$ cat src/rtl/board_io_ctrl_if.sv
// rtl/board_io_ctrl_if.sv - signal bundle between host logic (master) and board_io_ctrl (slave)
interface board_io_ctrl_if #(
  parameter int N_SW     = 16,
  parameter int N_BTN    = 4,
  parameter int N_LED    = 16,
  parameter int N_DIGITS = 4
);
  logic [N_SW-1:0]       sw_in;
  logic [N_BTN-1:0]      btn_in;
  logic [N_SW-1:0]       sw;
  logic [N_BTN-1:0]      btn;
  logic [N_BTN-1:0]      btn_press;
  logic [N_LED-1:0]      led_value;
  logic [N_LED-1:0]      led;
  logic [4*N_DIGITS-1:0] seg_value;
  logic [N_DIGITS-1:0]   dp_value;
  logic [N_DIGITS-1:0]   digit_en;
  logic [6:0]            seg;
  logic                  dp;
  logic [N_DIGITS-1:0]   an;
  logic [N_BTN-1:0]      irq_mask;
  logic [N_BTN-1:0]      irq_clr;
  logic [N_BTN-1:0]      irq_pending;
  logic                  irq;

  modport master (
    output sw_in, btn_in, led_value, seg_value, dp_value, digit_en, irq_mask, irq_clr,
    input  sw, btn, btn_press, led, seg, dp, an, irq_pending, irq
  );

  modport slave (
    input  sw_in, btn_in, led_value, seg_value, dp_value, digit_en, irq_mask, irq_clr,
    output sw, btn, btn_press, led, seg, dp, an, irq_pending, irq
  );
endinterface

$ cat src/rtl/board_io_ctrl.sv
// rtl/board_io_ctrl.sv - switch sync, button debounce, LED register, 7-seg scan, optional irq
// Optional button-event interrupt logic is enabled by defining BOARD_IO_IRQ_EN.
module board_io_ctrl #(
  parameter int N_SW            = 16,
  parameter int N_BTN           = 4,
  parameter int N_LED           = 16,
  parameter int N_DIGITS        = 4,
  parameter int DEBOUNCE_CYCLES = 1000000,
  parameter int SCAN_CYCLES     = 100000
) (
  input  logic             clk,
  input  logic             rst,
  board_io_ctrl_if.slave   io
);
  localparam int CNT_W = $clog2(DEBOUNCE_CYCLES);
  localparam int PRE_W = (SCAN_CYCLES > 1) ? $clog2(SCAN_CYCLES) : 1;
  localparam int IDX_W = (N_DIGITS > 1) ? $clog2(N_DIGITS) : 1;
  localparam logic [CNT_W-1:0] CNT_LAST = CNT_W'(DEBOUNCE_CYCLES - 1);
  localparam logic [PRE_W-1:0] PRE_LAST = PRE_W'(SCAN_CYCLES - 1);
  localparam logic [IDX_W-1:0] IDX_LAST = IDX_W'(N_DIGITS - 1);

  logic [N_SW-1:0]     sw_meta, sw_sync;
  logic [N_BTN-1:0]    btn_meta, btn_sync;
  logic [N_BTN-1:0]    btn_q, press_q;
  logic [CNT_W-1:0]    cnt [N_BTN];
  logic [N_LED-1:0]    led_q;
  logic [PRE_W-1:0]    pre;
  logic [IDX_W-1:0]    idx;
  logic [6:0]          seg_q;
  logic                dp_q;
  logic [N_DIGITS-1:0] an_q;

  always_ff @(posedge clk) begin
    if (rst) begin
      sw_meta  <= '0;
      sw_sync  <= '0;
      btn_meta <= '0;
      btn_sync <= '0;
      led_q    <= '0;
    end else begin
      sw_meta  <= io.sw_in;
      sw_sync  <= sw_meta;
      btn_meta <= io.btn_in;
      btn_sync <= btn_meta;
      led_q    <= io.led_value;
    end
  end

  // Counter runs only while the synchronized input disagrees with the accepted level.
  always_ff @(posedge clk) begin
    if (rst) begin
      btn_q   <= '0;
      press_q <= '0;
      for (int i = 0; i < N_BTN; i++) cnt[i] <= '0;
    end else begin
      for (int i = 0; i < N_BTN; i++) begin
        press_q[i] <= 1'b0;
        if (btn_sync[i] == btn_q[i]) begin
          cnt[i] <= '0;
        end else if (cnt[i] == CNT_LAST) begin
          cnt[i]     <= '0;
          btn_q[i]   <= btn_sync[i];
          press_q[i] <= btn_sync[i];
        end else begin
          cnt[i] <= cnt[i] + CNT_W'(1);
        end
      end
    end
  end

  always_ff @(posedge clk) begin
    if (rst) begin
      pre <= '0;
      idx <= '0;
    end else if (pre == PRE_LAST) begin
      pre <= '0;
      idx <= (idx == IDX_LAST) ? '0 : idx + IDX_W'(1);
    end else begin
      pre <= pre + PRE_W'(1);
    end
  end

  logic [3:0]          nib;
  logic                en_cur;
  logic [6:0]          hex_seg;
  logic [N_DIGITS-1:0] an_next;

  // Decode is combinational from live inputs so value changes show up on the next edge.
  always_comb begin
    nib     = io.seg_value[idx*4 +: 4];
    en_cur  = io.digit_en[idx];
    an_next = '1;
    if (en_cur) an_next[idx] = 1'b0;
    case (nib)
      4'h0:    hex_seg = 7'b1000000;
      4'h1:    hex_seg = 7'b1111001;
      4'h2:    hex_seg = 7'b0100100;
      4'h3:    hex_seg = 7'b0110000;
      4'h4:    hex_seg = 7'b0011001;
      4'h5:    hex_seg = 7'b0010010;
      4'h6:    hex_seg = 7'b0000010;
      4'h7:    hex_seg = 7'b1111000;
      4'h8:    hex_seg = 7'b0000000;
      4'h9:    hex_seg = 7'b0010000;
      4'hA:    hex_seg = 7'b0001000;
      4'hB:    hex_seg = 7'b0000011;
      4'hC:    hex_seg = 7'b1000110;
      4'hD:    hex_seg = 7'b0100001;
      4'hE:    hex_seg = 7'b0000110;
      default: hex_seg = 7'b0001110;
    endcase
  end

  always_ff @(posedge clk) begin
    if (rst) begin
      seg_q <= '1;
      dp_q  <= 1'b1;
      an_q  <= '1;
    end else begin
      an_q  <= an_next;
      seg_q <= en_cur ? hex_seg : 7'h7F;
      dp_q  <= en_cur ? ~io.dp_value[idx] : 1'b1;
    end
  end

  assign io.sw        = sw_sync;
  assign io.btn       = btn_q;
  assign io.btn_press = press_q;
  assign io.led       = led_q;
  assign io.seg       = seg_q;
  assign io.dp        = dp_q;
  assign io.an        = an_q;

`ifdef BOARD_IO_IRQ_EN
  logic [N_BTN-1:0] pend_q;
  logic             irq_q;

  // OR-ing the press in after the clear makes a new event win over a same-cycle clear.
  always_ff @(posedge clk) begin
    if (rst) begin
      pend_q <= '0;
      irq_q  <= 1'b0;
    end else begin
      pend_q <= (pend_q & ~io.irq_clr) | press_q;
      irq_q  <= |(pend_q & io.irq_mask);
    end
  end

  assign io.irq_pending = pend_q;
  assign io.irq         = irq_q;
`else
  logic unused_irq_inputs;
  assign unused_irq_inputs = ^{io.irq_mask, io.irq_clr};
  assign io.irq_pending    = '0;
  assign io.irq            = 1'b0;
`endif
endmodule

$ cat src/flat_wrapper.sv
// flat-port wrapper written by rule: the top's interface ports become plain ports
module board_io_ctrl_flat 
#(
  parameter int N_SW            = 16,
  parameter int N_BTN           = 4,
  parameter int N_LED           = 16,
  parameter int N_DIGITS        = 4,
  parameter int DEBOUNCE_CYCLES = 1000000,
  parameter int SCAN_CYCLES     = 100000
)
  (clk, rst, io_sw_in, io_btn_in, io_led_value, io_seg_value, io_dp_value, io_digit_en, io_irq_mask, io_irq_clr, io_sw, io_btn, io_btn_press, io_led, io_seg, io_dp, io_an, io_irq_pending, io_irq);
  board_io_ctrl_if #(.N_SW(N_SW), .N_BTN(N_BTN), .N_LED(N_LED), .N_DIGITS(N_DIGITS)) io_i ();
  input  logic clk;
  input  logic rst;
  input wire logic [$bits(io_i.sw_in)-1:0] io_sw_in;
  input wire logic [$bits(io_i.btn_in)-1:0] io_btn_in;
  input wire logic [$bits(io_i.led_value)-1:0] io_led_value;
  input wire logic [$bits(io_i.seg_value)-1:0] io_seg_value;
  input wire logic [$bits(io_i.dp_value)-1:0] io_dp_value;
  input wire logic [$bits(io_i.digit_en)-1:0] io_digit_en;
  input wire logic [$bits(io_i.irq_mask)-1:0] io_irq_mask;
  input wire logic [$bits(io_i.irq_clr)-1:0] io_irq_clr;
  output wire logic [$bits(io_i.sw)-1:0] io_sw;
  output wire logic [$bits(io_i.btn)-1:0] io_btn;
  output wire logic [$bits(io_i.btn_press)-1:0] io_btn_press;
  output wire logic [$bits(io_i.led)-1:0] io_led;
  output wire logic [$bits(io_i.seg)-1:0] io_seg;
  output wire logic [$bits(io_i.dp)-1:0] io_dp;
  output wire logic [$bits(io_i.an)-1:0] io_an;
  output wire logic [$bits(io_i.irq_pending)-1:0] io_irq_pending;
  output wire logic [$bits(io_i.irq)-1:0] io_irq;
  assign io_i.sw_in = io_sw_in;
  assign io_i.btn_in = io_btn_in;
  assign io_i.led_value = io_led_value;
  assign io_i.seg_value = io_seg_value;
  assign io_i.dp_value = io_dp_value;
  assign io_i.digit_en = io_digit_en;
  assign io_i.irq_mask = io_irq_mask;
  assign io_i.irq_clr = io_irq_clr;
  assign io_sw = io_i.sw;
  assign io_btn = io_i.btn;
  assign io_btn_press = io_i.btn_press;
  assign io_led = io_i.led;
  assign io_seg = io_i.seg;
  assign io_dp = io_i.dp;
  assign io_an = io_i.an;
  assign io_irq_pending = io_i.irq_pending;
  assign io_irq = io_i.irq;
  board_io_ctrl #(.N_SW(N_SW), .N_BTN(N_BTN), .N_LED(N_LED), .N_DIGITS(N_DIGITS), .DEBOUNCE_CYCLES(DEBOUNCE_CYCLES), .SCAN_CYCLES(SCAN_CYCLES)) u_core (.clk(clk), .rst(rst), .io(io_i));
endmodule
$ cat config.mk
export PLATFORM = sky130hd
export DESIGN_NAME = board_io_ctrl_flat
export DESIGN_NICKNAME = d
export VERILOG_FILES = /design/src/rtl/board_io_ctrl_if.sv /design/src/rtl/board_io_ctrl.sv /design/src/flat_wrapper.sv
export SDC_FILE = /design/constraint.sdc
export NUM_CORES = 1
export LEC_CHECK = 0
export ABC_AREA = 1
export BUFFER_PORTS_ARGS = -buffer_cell sky130_fd_sc_hd__buf_4
export CORE_UTILIZATION = 45
export DETAILED_ROUTE_END_ITERATION = 10
export PLACE_DENSITY = 0.76
export SLEW_MARGIN = 20
export SYNTH_ARGS = -nofsm -noshare
export SYNTH_HDL_FRONTEND = slang
export SYNTH_SLANG_ARGS = --single-unit
$ cat constraint.sdc
create_clock -name clk -period 4.1 [get_ports clk]
set_clock_uncertainty 0.05 [all_clocks]
set_input_delay 0.615 -clock clk [delete_from_list [all_inputs] [get_ports clk]]
set_output_delay 0.615 -clock clk [all_outputs]
set_load 0.05 [all_outputs]
After elaboration in Yosys (flattened, before gate mapping) --
Memory sizes are Yosys's and may differ from the RTL's. A register that Yosys moved wholly into a read port is not among the register bits. Index checks and enable logic that the tools add are counted. Widths: inputs -> output; s select.
Storage, ports and cells: input port bits 70, bits in read-only memories 112, memory bits (writable) 80, memories 2, logic and storage cells 137, output and inout bits 57, flip-flop bits (word level) 88
Memory list:
- (name not given) | depth 16, width 7, rd ports 1, clocked after Yosys merged registers in 1, write ports 0, RTL line board_io_ctrl.sv:94 | case (nib)
- u_core.cnt | depth 4, width 20, rd ports 4, clocked after Yosys merged registers in 0, write ports 4, RTL line board_io_ctrl.sv:25 | logic [CNT_W-1:0] cnt [N_BTN];
Cells by class: shift operators 1, eq/ne operators 10, bitwise logic cells 23, add/subtract/negate cells 6, mux-type cells 65, reduce and logical (&&, ||, !) cells 11, $lt $le $gt $ge 2
Operators by type and width (count):
- $mux 20 | 12
- $add 20x1->20 const B | 4
- $eq 20x20->1 const B | 4
- $mux 1 | 49
- $add 17x1->17 const B | 1
- $eq 17x17->1 const B | 1
- $shiftx 16x5->4 | 1
- $or 1x1->1 | 12
- $reduce_or 3->1 | 4
- $not 1->1 | 10
- $reduce_and 2->1 | 4
- $bmux 1 s2 | 2
- $eq 1x1->1 | 4
- $not 4->4 | 1
- $reduce_or 2->1 | 2
- $lt 2x3->1 const B | 1
- $add 2x1->2 const B | 1
- $demux 1 s2 | 1
- $eq 2x2->1 const B | 1
- $ge 2x1->1 const B | 1
- $mux 2 | 1
- $logic_and 1x1->1 | 1

Depth between registers and ports, before layout --
Gate-level depths: netlist of the first run. An unclocked memory read counts as a cell.
depth in word-level cells 8, mapped depth 11, depth with buffers taken out 10

Worst setup path after synthesis of the first run --
No wires, ideal clock.
path kind register to register, from reg u_core.idx[0], to reg u_core.seg_q[0] (netlist: u_core.io.seg[0]), buffers on the path 1, setup time 0.123 ns, setup slack 2.427 ns, cell stages (with the launch flop) 11, arrival 1.500 ns, data required time 3.927 ns, period minus slack after synthesis 1.673 ns, path through dfxtp_1 > inv_2 > buf_6 > nand2_1 > nand3_1 > nand2_1 > inv_1 > ha_1 > nand3b_1 > nand3_1 > nand3_1
On the way: cells in the longest elaborated chain, start to end 4, elaborated cells between the ends (all ways) 5, those cells by class shift: 1; mux: 2; bitwise: 1; reduce/logical: 1
Ends and longest elaborated chain:
- start, declared | RTL line board_io_ctrl.sv:28 | logic [IDX_W-1:0] idx;
- start signal, assigned | RTL line board_io_ctrl.sv:77 | idx <= (idx == IDX_LAST) ? '0 : idx + IDX_W'(1);
- parallel branches: the longest is 4 deep, another holds $shiftx 16x5->4
- end, declared | RTL line board_io_ctrl.sv:29 | logic [6:0] seg_q;
Several ways; the timed one is not identified. The select of a mux whose other input is x is not followed. A chain may end at the register's enable or synchronous reset.

Worst setup path after layout of the first run --
from reg u_core.idx[0], to reg u_core.seg_q[5] (netlist: u_core.io.seg[5])
The elaborated chain is that of the path after synthesis.

==> impl_metrics.sql, run 1 <==
INSERT INTO impl_metrics (metric_group, metric, value, unit) VALUES
('floorplan', 'die_height', '142', 'um'),
('setup_path', 'crit_path_end', 'u_core.io.seg[5]', ''),
('yosys', 'synth_cells', '1138', ''),
('routing', 'drc', '0', ''),
('power', 'p_int', '2920', 'uW'),
('global_routing', 'grt_max_degree', '62', ''),
('global_routing', 'grt_first_pass_wirelength', '29.5', 'mm'),
('clock_network', 'cts_tree', 'done', ''),
('yosys', 'synth_area_leaders', 'sky130_fd_sc_hd__edfxtp_1 (27%), sky130_fd_sc_hd__dfxtp_1 (22%), sky130_fd_sc_hd__nor2_1 (12%), sky130_fd_sc_hd__nand2_1 (11%), sky130_fd_sc_hd__inv_1 (6.1%)', ''),
('clock_network', 'clock_pin_transition_on_the_worst_setup_and_hold_timing_paths', '0.07', 'ns'),
('clock_network', 'insertion_delay', '0.43', 'ns'),
('setup_path', 'worst-endpoint-arrival', '2.45', 'ns'),
('placement', 'portbufs', '113', ''),
('cells_and_area', 'highest_count_cells_in_the_layout_ignoring_fill_and_taps', 'sky130_fd_sc_hd__nor2_1 (270), sky130_fd_sc_hd__nand2_1 (261), sky130_fd_sc_hd__inv_1 (142)', ''),
('setup_path', 'sort_of_element_at_the_start_of_the_critical_path', 'flip-flop', ''),
('yosys', 'portion_of_the_post_synthesis_area_used_by_sequential_elements', '49.0', '%'),
('yosys', 'top_cell_type_s_share_of_synthesized_area', '27.4', '%'),
('timing', 'max_freq', '0.454', 'GHz'),
('routing', 'detail_route.first_pass.iterations', '5', ''),
('floorplan', 'dieWidth', '142', 'um'),
('yosys', 'ys_warn_count', '0', ''),
('cells_and_area', 'layout-drive-gt1-share', '13.4', '%'),
('yosys', 'ys_seq_elements', '175', ''),
('global_routing', 'antenna_found_initial', '0', ''),
('power', 'share_comb_of_total_power', '8.2', '%'),
('clock_network', 'post-cts-setup-buffer-count', '0', ''),
('clock_network', 'cts.root.buffer_cell', 'sky130_fd_sc_hd__clkbuf_16', ''),
('timing', 'period_minus_slack', '2.20', 'ns'),
('timing', 'timing.final.max_slew_violations', '0', ''),
('cells_and_area', 'area_delta_synth_final', '22.1', '%'),
('setup_path', 'crit_type', 'reg2reg', ''),
('timing', 'final-setup-viol-count', '0', ''),
('timing', 'fin_setup_tns', '0', 'ns'),
('clock_network', 'cts.repair.resized', '0', ''),
('power', 'sw_frac_of_total', '25.4', '%'),
('placement', 'gp_congestion', '0.882', ''),
('floorplan', 'die_area', '20100', 'um^2'),
('routing', 'drt.antenna.violating_nets', '0', ''),
('setup_path', 'r2r_end', 'u_core.io.seg[5]', ''),
('clock_network', 'ctsHtreeMaxLevel', '4', ''),
('worst_hold_path', 'hold_path_class', 'in2reg', ''),
('routing', 'drtIter0Drc', '400', ''),
('power', 'power_leakage', '0.00457', 'uW'),
('cells_and_area', 'nets', '1414', ''),
('cells_and_area', 'finish.cell_count_without_fillers', '1602', ''),
('cells_and_area', 'num_antenna_cells', '0', ''),
('setup_path', 'cp-startpoint', 'u_core.idx[0]', ''),
('power', 'p_per_area', '365', 'nW/um^2'),
('floorplan', 'start_util', '46.5', '%'),
('yosys', 'ys_types', '38', ''),
('clock_network', 'cts_made_buffers', '17', ''),
('power', 'clock_power_share', '42.1', '%'),
('floorplan', 'core_area', '18900', 'um^2'),
('power', 'power.net_switching', '991', 'uW'),
('outcome', 'status', 'finished clean', ''),
('global_routing', 'globalRouteTotalUtil', '18.4', '%'),
('yosys', 'ys_dominant_reg_cell', 'sky130_fd_sc_hd__dfxtp_1', ''),
('placement', 'place_hpwl', '13.0', 'mm'),
('routing', 'via_count', '7384', ''),
('yosys', 'synth-async-reset-ratio', '0', '%'),
('power', 'power.sequential.fraction', '49.7', '%'),
('setup_path', 'r2r_start', 'u_core.idx[0]', ''),
('timing', 'worst-slew-pin-transition', '0.699', 'ns'),
('cells_and_area', 'final.fill_count', '1777', ''),
('cells_and_area', 'ff_latch_area', '4300', 'um^2'),
('global_routing', 'grt.overflow.total', '0', ''),
('yosys', 'synth_top_area_cell', 'sky130_fd_sc_hd__edfxtp_1', ''),
('cells_and_area', 'multi_input_comb_area', '4060', 'um^2'),
('clock_network', 'clock_sinks', '175', ''),
('placement', 'numPlacedInstances', '1570', ''),
('setup_path', 'reg2reg_setup_slack', '1.90', 'ns');
per-stage QoR:
stage	utilization [%]	power [uW]	setup slack, ns	instance area (um^2)
after global routing	56.7	4060	1.68	10700
after detailed placement	53.5	2300	1.70	10100
after CTS	56.7	3940	1.87	10700
after global placement	53.5	2290	1.77	10100
after floorplan	-	2190	2.43	9090
final	56.7	3910	1.90	10700
per-layer routing:
layer,share of wire [%],track usage (%),vias to the layer above
met1,45,22.0,3309
met5,0,0,-
met3,5.4,5.60,31
li1,-,-,3867
met4,1.6,6.62,0
met2,48,31.1,177
cells in the mapped netlist (6+ instances only):
| library cell | number |
|---|---|
| sky130_fd_sc_hd__dfxtp_1 | 95 |
| sky130_fd_sc_hd__nand3_1 | 67 |
| sky130_fd_sc_hd__nor3_1 | 8 |
| sky130_fd_sc_hd__ha_1 | 15 |
| sky130_fd_sc_hd__nor2_1 | 270 |
| sky130_fd_sc_hd__or2_2 | 7 |
| sky130_fd_sc_hd__nand2_1 | 261 |
| sky130_fd_sc_hd__o21ai_0 | 15 |
| sky130_fd_sc_hd__nand3b_1 | 10 |
| sky130_fd_sc_hd__clkbuf_1 | 6 |
| sky130_fd_sc_hd__buf_4 | 12 |
| sky130_fd_sc_hd__a21oi_1 | 48 |
| sky130_fd_sc_hd__nand3_2 | 8 |
| sky130_fd_sc_hd__edfxtp_1 | 80 |
| sky130_fd_sc_hd__nand4_1 | 16 |
| sky130_fd_sc_hd__inv_1 | 142 |
| sky130_fd_sc_hd__xor2_1 | 24 |
| sky130_fd_sc_hd__xnor2_1 | 16 |
cell type report:
class                      instances  area share, %
clock buffer                      21           4.71
clock inverter                    11          0.993
inverter                         147           5.16
multi-input combinational        874           37.9
sequential                       175           40.2
tap                              260           3.04
timing repair buffer             114           7.99
registers in the layout (all words and copies together) (netlist names), 2 cells and up:
signal / flops
u_core.sw_meta: 16
u_core.io.btn: 4
u_core.idx: 2
u_core.cnt: 80
u_core.io.an: 4
u_core.btn_sync: 4
u_core.io.sw: 16
u_core.io.seg: 7
u_core.io.btn_press: 4
u_core.pre: 17
u_core.btn_meta: 4
u_core.io.led: 16
kinds of logic (layout without fill, tap and decap cells):
kind of cell / Yosys count / after routing / synth area share (%)
other: 2 / 85 / 0.0856
buffers and inverters: 172 / 293 / 8.20
and+or+nand+nor: 665 / 665 / 32.3
xor gates and xnor gates: 40 / 40 / 3.99
adders and majority gates: 15 / 15 / 2.14
AOI/OAI and AO/OA: 69 / 69 / 4.19
DFF: 175 / 175 / 49.0
critical path, cell delays in order, from the launching register on:
cell and delay (ns):
sky130_fd_sc_hd__dfxtp_1 0.67, sky130_fd_sc_hd__inv_2 0.23, sky130_fd_sc_hd__nand2_1 0.11, sky130_fd_sc_hd__nand3_1 0.06, sky130_fd_sc_hd__nand2_1 0.22, sky130_fd_sc_hd__inv_1 0.13
sky130_fd_sc_hd__ha_1 0.22, sky130_fd_sc_hd__inv_1 0.13, sky130_fd_sc_hd__o21ai_0 0.10, sky130_fd_sc_hd__nand2_1 0.06, sky130_fd_sc_hd__nand3_1 0.09
worst min path at each step:
stage                  startpoint                 end  slack (ns)  cells past startpoint
5_1_grt              io_sw_in[14]  u_core.sw_meta[14]        0.31                      3
3_5_place_dp    u_core.sw_meta[7]     u_core.io.sw[7]        0.34                      2
3_3_place_gp    u_core.sw_meta[0]     u_core.io.sw[0]        0.34                      2
4_1_cts              io_btn_in[0]  u_core.btn_meta[0]        0.31                      3
2_1_floorplan  u_core.btn_meta[0]  u_core.btn_sync[0]        0.34                      2
6_report             io_btn_in[0]  u_core.btn_meta[0]        0.33                      3
power by group through the flow:
| stage | registers (uW) | clock network (uW) | logic, uW |
|---|---|---|---|
| 2_1_floorplan | 2040 | 0 | 154 |
| 3_3_place_gp | 1980 | 0 | 314 |
| 3_5_place_dp | 1980 | 0 | 319 |
| 4_1_cts | 1940 | 1680 | 321 |
| 5_1_grt | 1950 | 1760 | 356 |
| 6_report | 1940 | 1650 | 321 |
Note: power is estimated with default switching activity, not from simulation.
==> inputs of run 2 (changes only) <==
ABC_AREA = 0   (was 1)
PLACE_DENSITY = 0.77   (was 0.76)
clock period = 2.1 ns   (was 4.1 ns; I/O delays follow)
==> impl_metrics.sql, run 2 <==
INSERT INTO impl_metrics (metric_group, metric, value, unit) VALUES
('routing', 'detail_route.first_pass.iterations', '4', ''),
('yosys', 'synth_edf_count', '80', ''),
('power', 'peakVddDrop', '0.577', 'mV'),
('placement', 'portbufs', '113', ''),
('timing', 'final-setup-viol-count', '38', ''),
('cells_and_area', 'ff_latch_area', '4300', 'um^2'),
('setup_path', 'sort_of_element_at_the_start_of_the_critical_path', 'flip-flop', ''),
('cells_and_area', 'regMostFlops', 'u_core.cnt', ''),
('timing', 'setup_slack', '-0.157', 'ns'),
('power', 'total_power', '7470', 'uW'),
('yosys', 'synthMostInstantiatedCell', 'sky130_fd_sc_hd__dfxtp_1', ''),
('setup_path', 'endpoint_kind', 'flip-flop', ''),
('outcome', 'status', 'finished, violations left', ''),
('timing', 'slew_headroom', '49.1', '%'),
('cells_and_area', 'final.fill_count', '1476', ''),
('global_routing', 'grt.overflow.total', '0', ''),
('global_routing', 'grt_pass1_vias', '5883', ''),
('setup_path', 'worstPathBufferInverterCount', '1', ''),
('timing', 'hold_viol_final', '0', ''),
('yosys', 'synth-async-reset-ratio', '0', '%'),
('routing', 'drc', '0', ''),
('routing', 'via_count', '6113', ''),
('setup_path', 'worstPathMaxFanout', '8', ''),
('power', 'p_per_area', '720', 'nW/um^2'),
('setup_path', 'top_delay_family_on_crit_path', 'simple AND/OR/NAND/NOR gates', ''),
('yosys', 'ys_seq_elements', '175', ''),
('cells_and_area', 'layout-drive-gt1-share', '25.5', '%'),
('cells_and_area', 'num_antenna_cells', '0', ''),
('routing', 'wl_per_cell', '13.6', 'um'),
('cells_and_area', 'final_common_cell', 'sky130_fd_sc_hd__buf_4', ''),
('routing', 'drt.antenna.violating_nets', '0', ''),
('yosys', 'netlist_top_cells_count', 'sky130_fd_sc_hd__dfxtp_1 (95), sky130_fd_sc_hd__nor2_1 (83), sky130_fd_sc_hd__edfxtp_1 (80), sky130_fd_sc_hd__nor2b_1 (58), sky130_fd_sc_hd__nand2_1 (41)', ''),
('cells_and_area', 'nets', '1074', ''),
('yosys', 'synth_top_area_cell', 'sky130_fd_sc_hd__edfxtp_1', ''),
('floorplan', 'start_util', '45.9', '%'),
('setup_path', 'cpPeakStageDelay', '0.56', 'ns'),
('timing', 'max_freq', '0.443', 'GHz'),
('timing', 'worst-slew-pin-transition', '0.762', 'ns'),
('cells_and_area', 'largest_registers', 'u_core.cnt x80, u_core.pre x17', ''),
('setup_path', 'critical_path.slowest_cell', 'sky130_fd_sc_hd__or4b_4', ''),
('timing', 'period_minus_slack', '2.26', 'ns'),
('timing', 'timing.final.max_slew_violations', '0', ''),
('clock_network', 'cts-root-to-sink-buffers', '2', ''),
('global_routing', 'antenna_found_initial', '0', ''),
('placement', 'preCtsSetupSlack', '-0.162', 'ns'),
('routing', 'vias_per_std_cell', '4.98', ''),
('clock_network', 'clock_sinks', '175', ''),
('timing', 'setup_repair_after_global_routing_missed_its_margin', 'yes', ''),
('setup_path', 'crit_type', 'reg2reg', ''),
('cells_and_area', 'largest_register_ff_count', '80', ''),
('power', 'power_leakage', '0.00396', 'uW'),
('setup_path', 'crit_path_required_time', '2.23', 'ns'),
('setup_path', 'worst-endpoint-arrival', '2.38', 'ns'),
('outcome', 'failed_checks', 'negative setup slack', ''),
('yosys', 'synth_cells', '751', ''),
('yosys', 'ys_warn_count', '0', ''),
('global_routing', 'grt_first_pass_wirelength', '27.0', 'mm'),
('clock_network', 'insertion_delay', '0.42', 'ns'),
('worst_hold_path', 'hold_path_class', 'in2reg', ''),
('floorplan', 'die_area', '18000', 'um^2'),
('cells_and_area', 'multi_input_comb_area', '3760', 'um^2'),
('timing', 'finalCritPeriodShare', '107', '%'),
('clock_network', 'cts.root.buffer_cell', 'sky130_fd_sc_hd__clkbuf_16', ''),
('global_routing', 'globalRouteTotalUtil', '19.1', '%'),
('yosys', 'synth_area_per_cell', '10.5', 'um^2'),
('yosys', 'ys_dominant_reg_cell', 'sky130_fd_sc_hd__dfxtp_1', ''),
('floorplan', 'dieWidth', '134', 'um'),
('routing', 'drtIter0Drc', '273', ''),
('floorplan', 'core_area', '17200', 'um^2'),
('floorplan', 'floorplan.io_pins', '127', ''),
('setup_path', 'timing.critical_path.cells', 'or4b_4 > or4_4 > o21ai_4 > buf_8 > nor2_2', ''),
('placement', 'place_hpwl', '12.0', 'mm'),
('clock_network', 'clock_pin_transition_on_the_worst_setup_and_hold_timing_paths', '0.06', 'ns'),
('clock_network', 'cts_tree', 'done', ''),
('yosys', 'mappedNetlistArea', '7880', 'um^2'),
('clock_network', 'cts_made_buffers', '17', ''),
('floorplan', 'die_height', '134', 'um'),
('cells_and_area', 'area_delta_synth_final', '31.5', '%'),
('floorplan', 'num_rows', '48', ''),
('routing', 'finalWirelength', '16.7', 'mm'),
('placement', 'gp_congestion', '0.850', ''),
('yosys', 'portion_of_the_post_synthesis_area_used_by_sequential_elements', '54.6', '%'),
('yosys', 'top_cell_type_s_share_of_synthesized_area', '30.5', '%'),
('clock_network', 'ctsHtreeMaxLevel', '4', ''),
('global_routing', 'grt_max_degree', '30', ''),
('clock_network', 'cts.hold.buffers_added', '0', ''),
('yosys', 'ys_types', '47', ''),
('yosys', 'synth_area_leaders', 'sky130_fd_sc_hd__edfxtp_1 (30%), sky130_fd_sc_hd__dfxtp_1 (24%), sky130_fd_sc_hd__nor2b_1 (4.6%), sky130_fd_sc_hd__xnor2_1 (4.4%), sky130_fd_sc_hd__nor2_1 (4.0%)', ''),
('run', 'timing.max_cap.violations', '0', ''),
('cells_and_area', 'highest_count_cells_in_the_layout_ignoring_fill_and_taps', 'sky130_fd_sc_hd__buf_4 (163), sky130_fd_sc_hd__dfxtp_1 (95), sky130_fd_sc_hd__conb_1 (85)', '');
[run 2: stage by stage]
step           std cells  hold slack [ns]  cell area [um^2]  TNS [ns]  util (%)
3_5_place_dp        1186            0.377              9560     -4.80      55.7
5_1_grt             1227           0.0329             10400     -6.99      60.3
6_report            1227           0.0473             10400     -5.05      60.3
2_1_floorplan        834            0.363              8190     -3.37         -
4_1_cts             1223           0.0307             10300     -3.74      59.9
3_3_place_gp        1186            0.368              9560     -3.53      55.7
[run 2: logic make-up after synthesis]
group	share of synthesized area [%]
AOI/OAI and AO/OA	6.27
xor gates and xnor gates	6.78
adders and majority gates	2.38
buffers and inverters	3.29
DFF	54.6
muxes	2.49
other	0.0953
and+or+nand+nor	24.1
[run 2: final timing paths]
check | depth (start not counted) | to | from | slack, ns
min | 2 | u_core.sw_meta[11] | io_sw_in[11] | 0.05
min reg2reg | 1 | u_core.io.sw[4] | u_core.sw_meta[4] | 0.39
max reg2reg | 5 | u_core.cnt[1][4] | u_core.cnt[1][13] | -0.16
max | 5 | u_core.cnt[1][4] | u_core.cnt[1][13] | -0.16
[run 2: layout make-up]
cell class              instances  share of cell area (%)
repair buffers                172                    13.1
well taps                     225                    2.72
clock inverters                11                   0.688
clock buffers                  21                    4.87
flip-flops and latches        175                    41.5
inverters                      23                   0.833
multi-input cells             600                    36.3
[run 2: report_power, final]
part	switching [uW]	internal [uW]	leakage [uW]
Clock	1300	1730	0.000294
Sequential	82.0	3690	0.00161
Combinational	382	275	0.00206
[run 2: what timing repair did]
item / CTS / global route
setup buffers: 3 / 4
pin swaps: 12 / 6
cloned: 2 / 0
setup endpoints to repair: 39 / 41
gates resized for setup: 32 / 13
[run 2: worst register-to-register path: stages (launching register included)]
cell,delay [ns]
sky130_fd_sc_hd__edfxtp_1,0.39
sky130_fd_sc_hd__or4b_4,0.56
sky130_fd_sc_hd__or4_4,0.56
sky130_fd_sc_hd__o21ai_4,0.23
sky130_fd_sc_hd__buf_8,0.17
sky130_fd_sc_hd__nor2_2,0.05
[run 2: per-layer routing]
| layer | vias up | track usage (%) | routed length [um] |
|---|---|---|---|
| met1 | 2885 | 24.0 | 7510 |
| met2 | 143 | 32.0 | 8100 |
| li1 | 3064 | - | - |
| met4 | 0 | 7.24 | 323 |
| met5 | - | 0 | 0 |
| met3 | 21 | 4.54 | 767 |
